$ cat config.mk
export PLATFORM = sky130hd
export DESIGN_NAME = game_round_engine
export DESIGN_NICKNAME = d
export VERILOG_FILES = /design/src/rtl/game_round_engine.sv
export SDC_FILE = /design/constraint.sdc
export NUM_CORES = 1
export LEC_CHECK = 0
export CORE_UTILIZATION = 45
export CTS_BUF_LIST = sky130_fd_sc_hd__clkbuf_16
export DETAILED_ROUTE_END_ITERATION = 8
export PLACE_DENSITY = 0.73
export SETUP_SLACK_MARGIN = 0.4
export SLEW_MARGIN = 15
export SYNTH_ARGS = -nofsm -noshare
export SYNTH_HDL_FRONTEND = slang
export SYNTH_SLANG_ARGS = --single-unit
$ cat constraint.sdc
create_clock -name clk -period 9.1 [get_ports clk]
set_clock_uncertainty 0.2 [all_clocks]
set_input_delay 1.82 -clock clk [delete_from_list [all_inputs] [get_ports clk]]
set_output_delay 1.82 -clock clk [all_outputs]
set_load 0.05 [all_outputs]
$ cat src/rtl/game_round_engine.sv
// Purpose: reaction-game round engine; round timer, LFSR target selection, hit/miss scoring.
// Latency: outputs registered, one cycle after the sampled button edge or timer event.
// Backpressure: none; button edges are consumed every cycle and never stalled.
module game_round_engine #(
  parameter int CLKS_PER_SEC  = 50000000,
  parameter int GAME_SECONDS  = 30,
  parameter int TARGET_CYCLES = 25000000
) (
  input  logic       clk,
  input  logic       rst,
  input  logic       startGame,
  input  logic       bOut1,
  input  logic       bOut2,
  input  logic       bOut3,
  output logic       stopIn,
  output logic [2:0] target,
  output logic [7:0] score,
  output logic [5:0] timeLeft,
  output logic       hitPulse,
  output logic       missPulse
);

  localparam int PW = (CLKS_PER_SEC > 1) ? $clog2(CLKS_PER_SEC) : 1;
  localparam int TW = (TARGET_CYCLES > 1) ? $clog2(TARGET_CYCLES) : 1;
  localparam logic [PW-1:0] PRESC_LAST = PW'(CLKS_PER_SEC - 1);
  localparam logic [TW-1:0] TGT_LAST   = TW'(TARGET_CYCLES - 1);
  localparam logic [5:0]    ROUND_SECS = 6'(GAME_SECONDS);

  typedef enum logic [1:0] {IDLE, PLAY, DONE} state_t;

  state_t        state, state_nxt;
  logic [PW-1:0] presc, presc_nxt;
  logic [TW-1:0] ttimer, ttimer_nxt;
  logic [1:0]    cur_idx, cur_idx_nxt;
  logic [3:0]    lfsr;
  logic [2:0]    btn, btn_q, edges;
  logic [1:0]    cand_idx, new_idx;
  logic [2:0]    new_onehot;
  logic          hit, sec_tick, tgt_expire;

  logic          stop_nxt, hit_nxt, miss_nxt;
  logic [2:0]    target_nxt;
  logic [7:0]    score_nxt;
  logic [5:0]    time_nxt;

  assign btn   = {bOut3, bOut2, bOut1};
  assign edges = btn & ~btn_q;

  // Index 3 folds onto 0; a repeat of the current index is bumped to the next one mod 3.
  assign cand_idx   = (lfsr[1:0] == 2'd3) ? 2'd0 : lfsr[1:0];
  assign new_idx    = (cand_idx != cur_idx) ? cand_idx :
                      (cur_idx == 2'd2) ? 2'd0 : cur_idx + 2'd1;
  assign new_onehot = 3'b001 << new_idx;

  assign hit        = $onehot(edges) && (edges == target);
  assign sec_tick   = (presc == PRESC_LAST);
  // >= so a wrong press landing on the terminal count still times out on the next quiet cycle
  assign tgt_expire = (ttimer >= TGT_LAST);

  // Next-state and next-output logic for the round FSM.
  always_comb begin
    state_nxt   = state;
    presc_nxt   = presc;
    ttimer_nxt  = ttimer;
    cur_idx_nxt = cur_idx;
    stop_nxt    = stopIn;
    target_nxt  = target;
    score_nxt   = score;
    time_nxt    = timeLeft;
    hit_nxt     = 1'b0;
    miss_nxt    = 1'b0;
    case (state)
      IDLE: begin
        stop_nxt = 1'b0;
        if (startGame) begin
          state_nxt   = PLAY;
          score_nxt   = 8'd0;
          time_nxt    = ROUND_SECS;
          presc_nxt   = '0;
          ttimer_nxt  = '0;
          cur_idx_nxt = new_idx;
          target_nxt  = new_onehot;
        end
      end
      PLAY: begin
        if (!startGame) begin
          // abort: score and time stay frozen for display
          state_nxt  = IDLE;
          target_nxt = 3'b000;
        end else if (timeLeft == 6'd0) begin
          state_nxt  = DONE;
          target_nxt = 3'b000;
          stop_nxt   = 1'b1;
        end else begin
          if (sec_tick) begin
            presc_nxt = '0;
            time_nxt  = timeLeft - 6'd1;
          end else begin
            presc_nxt = presc + PW'(1);
          end
          if (hit) begin
            hit_nxt     = 1'b1;
            score_nxt   = (score == 8'hFF) ? score : score + 8'd1;
            cur_idx_nxt = new_idx;
            target_nxt  = new_onehot;
            ttimer_nxt  = '0;
          end else if (edges != 3'b000) begin
            miss_nxt   = 1'b1;
            score_nxt  = (score == 8'd0) ? score : score - 8'd1;
            ttimer_nxt = tgt_expire ? ttimer : ttimer + TW'(1);
          end else if (tgt_expire) begin
            miss_nxt    = 1'b1;
            cur_idx_nxt = new_idx;
            target_nxt  = new_onehot;
            ttimer_nxt  = '0;
          end else begin
            ttimer_nxt = ttimer + TW'(1);
          end
        end
      end
      DONE: begin
        stop_nxt = 1'b1;
        if (!startGame) begin
          stop_nxt  = 1'b0;
          state_nxt = IDLE;
        end
      end
      default: begin
        state_nxt  = IDLE;
        target_nxt = 3'b000;
        stop_nxt   = 1'b0;
      end
    endcase
  end

  // State, timers, outputs, button history and free-running LFSR (x^4+x^3+1).
  always_ff @(posedge clk or posedge rst) begin
    if (rst) begin
      state     <= IDLE;
      presc     <= '0;
      ttimer    <= '0;
      cur_idx   <= 2'd0;
      lfsr      <= 4'b1001;
      btn_q     <= 3'b000;
      stopIn    <= 1'b0;
      target    <= 3'b000;
      score     <= 8'd0;
      timeLeft  <= 6'd0;
      hitPulse  <= 1'b0;
      missPulse <= 1'b0;
    end else begin
      state     <= state_nxt;
      presc     <= presc_nxt;
      ttimer    <= ttimer_nxt;
      cur_idx   <= cur_idx_nxt;
      lfsr      <= {lfsr[2:0], lfsr[3] ^ lfsr[2]};
      btn_q     <= btn;
      stopIn    <= stop_nxt;
      target    <= target_nxt;
      score     <= score_nxt;
      timeLeft  <= time_nxt;
      hitPulse  <= hit_nxt;
      missPulse <= miss_nxt;
    end
  end

endmodule

# Word level (Yosys, flattened, before mapping)
# Cells that the tools add are included.
dict set report op_classes {
  add_sub_neg 8
  muxes 62
  shifts 1
  n_bitwise 4
  n_eq_ne 24
  order_cmp 1
  reduce_logical 14
}
# cell count
set op_table {}
lappend op_table {{2-to-1 mux 25 bit} 7}
lappend op_table {{2-to-1 mux 26 bit} 4}
lappend op_table {{2-to-1 mux 8 bit} 7}
lappend op_table {{case mux 26 bit (2 select lines)} 1}
lappend op_table {{case mux 25 bit (2 select lines)} 1}
lappend op_table {{adder 26 x 1 -> 26 bit (second input constant)} 1}
lappend op_table {{equality test 26 bit (second input constant)} 1}
lappend op_table {{2-to-1 mux 2 bit} 13}
lappend op_table {{adder 25 x 1 -> 25 bit (second input constant)} 1}
lappend op_table {{>= comparator 25 bit (second input constant)} 1}
lappend op_table {{2-to-1 mux 6 bit} 4}
lappend op_table {{2-to-1 mux 3 bit} 6}
lappend op_table {{inequality test 3 bit (second input constant)} 6}
lappend op_table {{case mux 8 bit (2 select lines)} 1}
lappend op_table {{2-to-1 mux 1 bit} 13}
lappend op_table {{inequality test 2 bit (second input constant)} 6}
lappend op_table {{case mux 6 bit (2 select lines)} 1}
lappend op_table {{inequality test 5 bit (second input constant)} 2}
lappend op_table {{AND reduction 5 bit} 2}
lappend op_table {{case mux 3 bit (3 select lines)} 1}
lappend op_table {{adder 8 x 1 -> 8 bit (second input constant)} 1}
lappend op_table {{equality test 8 bit (second input constant)} 1}
lappend op_table {{logical NOT 8 bit} 1}
lappend op_table {{AND reduction 4 bit} 2}
lappend op_table {{27 further kinds} 30}
dict set report totals {
  output_inout_bits 20
  register_bits 82
  input_bits 6
}

# Logic depth before layout (Yosys ltp)
dict set report depth {
  word_depth 11
  ltp_mapped 12
}

# Worst setup path before layout
# Ideal clock, no wire load.
dict set report synth_timing {
  path_type {input port to flip-flop}
  startpoint {input port bOut1}
  endpoint {register score[7]}
  setup_time_ps 87
  n_path_buf 0
  arrival_time_ps 4418
  slack_ps 4395
  cell_stages 11
  cell_sequence {nand2b_1 > fa_1 > nor2b_1 > nand4_2 > ha_1 > a21oi_1 > o221ai_1 > o41ai_1 > xnor2_1 > a2111o_1 > o211ai_1}
}
dict set report synth_via {
  elab_chain_len 9
}
# element line
set synth_lines {}
lappend synth_lines {{start: declaration} 12} ;# input logic bOut1,
lappend synth_lines {{bitwise AND 3 bit (*)} 47} ;# assign edges = btn & ~btn_q;
lappend synth_lines {{adder 1 x 1 -> 2 bit (not written as such)} 55} ;# assign hit = $onehot(edges) && (edges == target);
lappend synth_lines {{adder 2 x 1 -> 2 bit (not written as such)} 55}
lappend synth_lines {{equality test 2 x 1 -> 1 bit} 55}
lappend synth_lines {{logical AND 1 bit} 55}
lappend synth_lines {{2-to-1 mux 8 bit} 101} ;# if (hit) begin
lappend synth_lines {{2-to-1 mux 8 bit} 90} ;# end else if (timeLeft == 6'd0) begin
lappend synth_lines {{2-to-1 mux 8 bit} 86} ;# if (!startGame) begin
lappend synth_lines {{case mux 8 bit (2 select lines)} 72} ;# case (state)
lappend synth_lines {{end signal: assignment} 160} ;# score <= score_nxt;
lappend synth_lines {{end: declaration} 17} ;# output logic [7:0] score,
# Mark *: on every way between the ends. The rest lies on a longest branch, timed or not. The select of a mux whose other input is x is not followed.
# A chain may end at the register's enable or synchronous reset.

# Worst setup path in the final report
# Same ends and word-level chain as after synthesis.

==> results by group <==
Floorplanning
  – Initial Util: 47.3%
  – Die area: around 11,000 µm²
  – Die H: 104 µm
  – Core footprint: 9950 µm²
  – I/O pin count: 26
  – Die W: 104 µm
  – Row count: 36

Synthesis
  – Post-Syn Instances: 506
  – FF+latch count, synth: approximately 80
  – Synth Net Count: 526
  – Asr flop ratio synth: 100%
  – Post-synthesis area per instance: 9.31 µm²
  – Post-synth EDFFs: 0
  – Post-synthesis cell area: 4710 µm²
  – Top post-synthesis cells by area: dfrtp_1 (42%), nand2_1 (4.0%), xor2_1 (3.3%)
  – Register area share after synthesis: a little over two fifths
  – Yosys top cell area share: 42.5%
  – Area leader, netlist: dfrtp_1
  – Top FF cell, synth: dfrtp_1
  – Synthesis Warnings: 0
  – Yosys cell types: 63

Route
  – Top Layer Used: met4
  – Met1 wire length: 5.07 mm
  – First-pass DRT Iterations: 5
  – Vias per cell: between 5 and 6
  – WL final: around 11 mm
  – Average wire per standard cell: 16.1 µm
  – Met3 routed WL: 420 µm
  – Met2 Routed Length: 5.10 mm
  – ANT nets after route: 0
  – DRC violation count after routing: 0
  – Starting DRT DRC Count: 198
  – Via count: 3,926

Global route
  – First-pass GRT wire length: 18.6 mm
  – Grt ovf: 0
  – Vias in the first global route: between 3,000 and 4,000
  – Total Routing Usage GR: a little over a fifth
  – Largest net degree at the start of global routing: slightly above 80
  – Initial antenna violation count: 0

Clocking
  – CTS clk-pin slew, worst paths: around 60 ps
  – Number of CTS-inserted buffers: 9
  – Bufs on Longest Clock Path: 2
  – TritonCTS clock tree: done
  – Number of clock sinks: between 80 and 90
  – Post-CTS setup buffer count: 0
  – Root buffer cell: clkbuf_16
  – Skew-Pair Late Insertion Delay: 340 ps
  – Cts hold-fix bufs: 0
  – Htree depth: 3
  – Post_cts resized: 0

Timing
  – Slew Viols, Final: 0
  – Worst Max-Slew Pin Slew: ~900 ps
  – Setup slack after layout: 3810 ps
  – Count of final setup violators: 0
  – Crit path time final: 5290 ps
  – Max_slew headroom: 40.1%
  – Fmax: approximately 190 MHz
  – Final Hold Slack: around 200 ps
  – Final Hold Vio Count: 0
  – Setup TNS: 0 ps
  – RSZ-0062 raised after global routing: no
  – Final period util: 58.1%

Final layout
  – Antenna cells: 0
  – Area delta synth->final: 15.1%
  – Register Area: 2050 µm²
  – Layout fillers: ~860
  – Finished Cell Area: between 5000 and 6000 µm²
  – Final net count: 550
  – Share of cells above drive strength 1: 7.66%
  – Footprint of the multi-input gates: between 2000 and 2500 µm²

Pwr
  – Worst vdd ir: 183 µV
  – PwrDens: 261 nW/µm²
  – P_leak: 0.00226 µW
  – Total Power: 1410 µW

Placed design
  – Setup Slack @ Placement: 3450 ps
  – Cell Area, Placed: just over 5000 µm²
  – Routability congestion estimate: 0.847
  – DP Wirelength: 7.27 mm
  – IO Port Bufs: 25

Run
  – Max Cap Viol: 0

Critical path
  – WP data required: 9160 ps
  – CP Launch Type: primary input
  – CP Class: primary input to flop
  – Max FO, Critical Path: 13
  – Critical Path End Type: flop
  – Critical Path AT: 5350 ps

Min path
  – Min-delay worst type: flop to flop

Outcome
  – Run status: complete, no violations
[metal layers]
metal  GRT usage (%)  up-vias
met4            10.0        0
met2            33.7       93
met3            3.07       17
li1                -     1899
met1            28.4     1917
met5               0        -
[layout by cell type (no fill, tap or decap), types with 3 or more instances in the layout]
cell / synthesis / final
and3_1: 13 / 13
or3_1: 11 / 11
nand3_1: 30 / 30
a21o_1: 3 / 3
inv_1: 21 / 22
nor2b_1: 7 / 7
mux2i_1: 9 / 9
nand4_1: 14 / 14
xnor2_1: 12 / 12
xor2_1: 18 / 18
ha_1: 12 / 12
and4_1: 5 / 5
nor3_1: 14 / 14
mux2_2: 6 / 6
buf_4: 1 / 4
or4_1: 11 / 11
o31ai_1: 15 / 15
a22o_1: 5 / 5
and2_1: 4 / 4
o21ai_0: 24 / 24
a31oi_1: 7 / 6
dfrtp_1: 80 / 80
nand2b_1: 6 / 6
clkbuf_16: 0 / 9
clkdlybuf4s50_1: 0 / 25
nor2_1: 40 / 40
nor4_1: 5 / 5
nand2_1: 50 / 50
a21oi_1: 25 / 25
clkinv_2: 0 / 3
[cell families (layout without fill, tap and decap cells)]
| kind of cell | Yosys count | after routing | synth area share, % |
|---|---|---|---|
| and+or+nand+nor | 224 | 224 | 25.0 |
| AOI/OAI and AO/OA | 102 | 102 | 14.9 |
| muxes | 15 | 15 | 3.34 |
| buffers and inverters | 39 | 68 | 3.53 |
| xor gates and xnor gates | 30 | 30 | 5.57 |
| adders and majority gates | 14 | 14 | 4.03 |
| DFF | 82 | 82 | 43.6 |
[sequential cells by signal, indices dropped and copies added (netlist names)]
signal and cells:
btn_q 3, cur_idx 2, hitPulse 1, lfsr 4, missPulse 1, presc 26
score 8, state 2, stopIn 1, target 3, timeLeft 6, ttimer 25
[Yosys cell counts (all sizes together), types with 3 or more instances]
cell type / count
nor2: 40
a31oi: 7
nor2b: 7
nand3: 30
xor2: 18
clkbuf: 12
a21oi: 26
or2: 3
or4: 12
nand2: 50
a22o: 5
nor4: 5
mux2i: 9
inv: 21
a21o: 4
mux2: 6
o21ai: 24
o31ai: 15
or3: 11
nand2b: 6
and3: 14
o41ai: 3
ha: 12
xnor2: 12
nor3: 14
nand4: 15
and2: 5
and4: 5
dfrtp: 80
buf: 5
[where the power goes]
group	internal [µW]	switching [µW]	total, µW
combinational	205	359	564
sequential	408	56.5	465
clock	238	147	385
[worst max-delay path: stages]
cell	delay, ps
clkdlybuf4s50_1	490
nand2b_1	140
fa_1	490
nor2b_1	180
nand4_2	360
ha_1	410
a21oi_1	220
o221ai_1	210
o41ai_1	370
xnor2_1	160
a2111o_1	410
o211ai_1	90
[metrics by stage]
| stage | instances | util [%] |
|---|---|---|
| 6_report | 668 | 54.5 |
| 5_1_grt | 668 | 54.5 |
| 4_1_cts | 667 | 54.1 |
| 3_5_place_dp | 651 | 51.0 |
| 3_3_place_gp | 651 | 51.0 |
| 2_1_floorplan | 506 | - |
[area by class of cell]
| cell class | count | area share (%) |
|---|---|---|
| sequential | 82 | 37.9 |
| clock buffer | 9 | 4.15 |
| clock inverter | 7 | 1.59 |
| tap | 133 | 3.07 |
| timing repair buffer | 30 | 5.68 |
| multi-input combinational | 385 | 46.1 |
| inverter | 22 | 1.55 |
[final timing paths]
kind / from / endpoint / slack (ps) / depth (start not counted)
max in group asynchronous: rst / missPulse$_DFF_PP0_ / 6400 / 4
worst max-delay path: bOut1 / score[7]$_DFFE_PP0P_ / 3810 / 12
worst max register to register: btn_q[0]$_DFF_PP0_ / score[7]$_DFFE_PP0P_ / 5330 / 11
worst min-delay path: lfsr[2]$_DFF_PP0_ / lfsr[3]$_DFF_PP1_ / 200 / 0
min in group asynchronous: rst / ttimer[20]$_DFFE_PP0P_ / 1700 / 3
worst min register to register: lfsr[2]$_DFF_PP0_ / lfsr[3]$_DFF_PP1_ / 200 / 0
No activity file was read; power rests on OpenSTA's default activity.
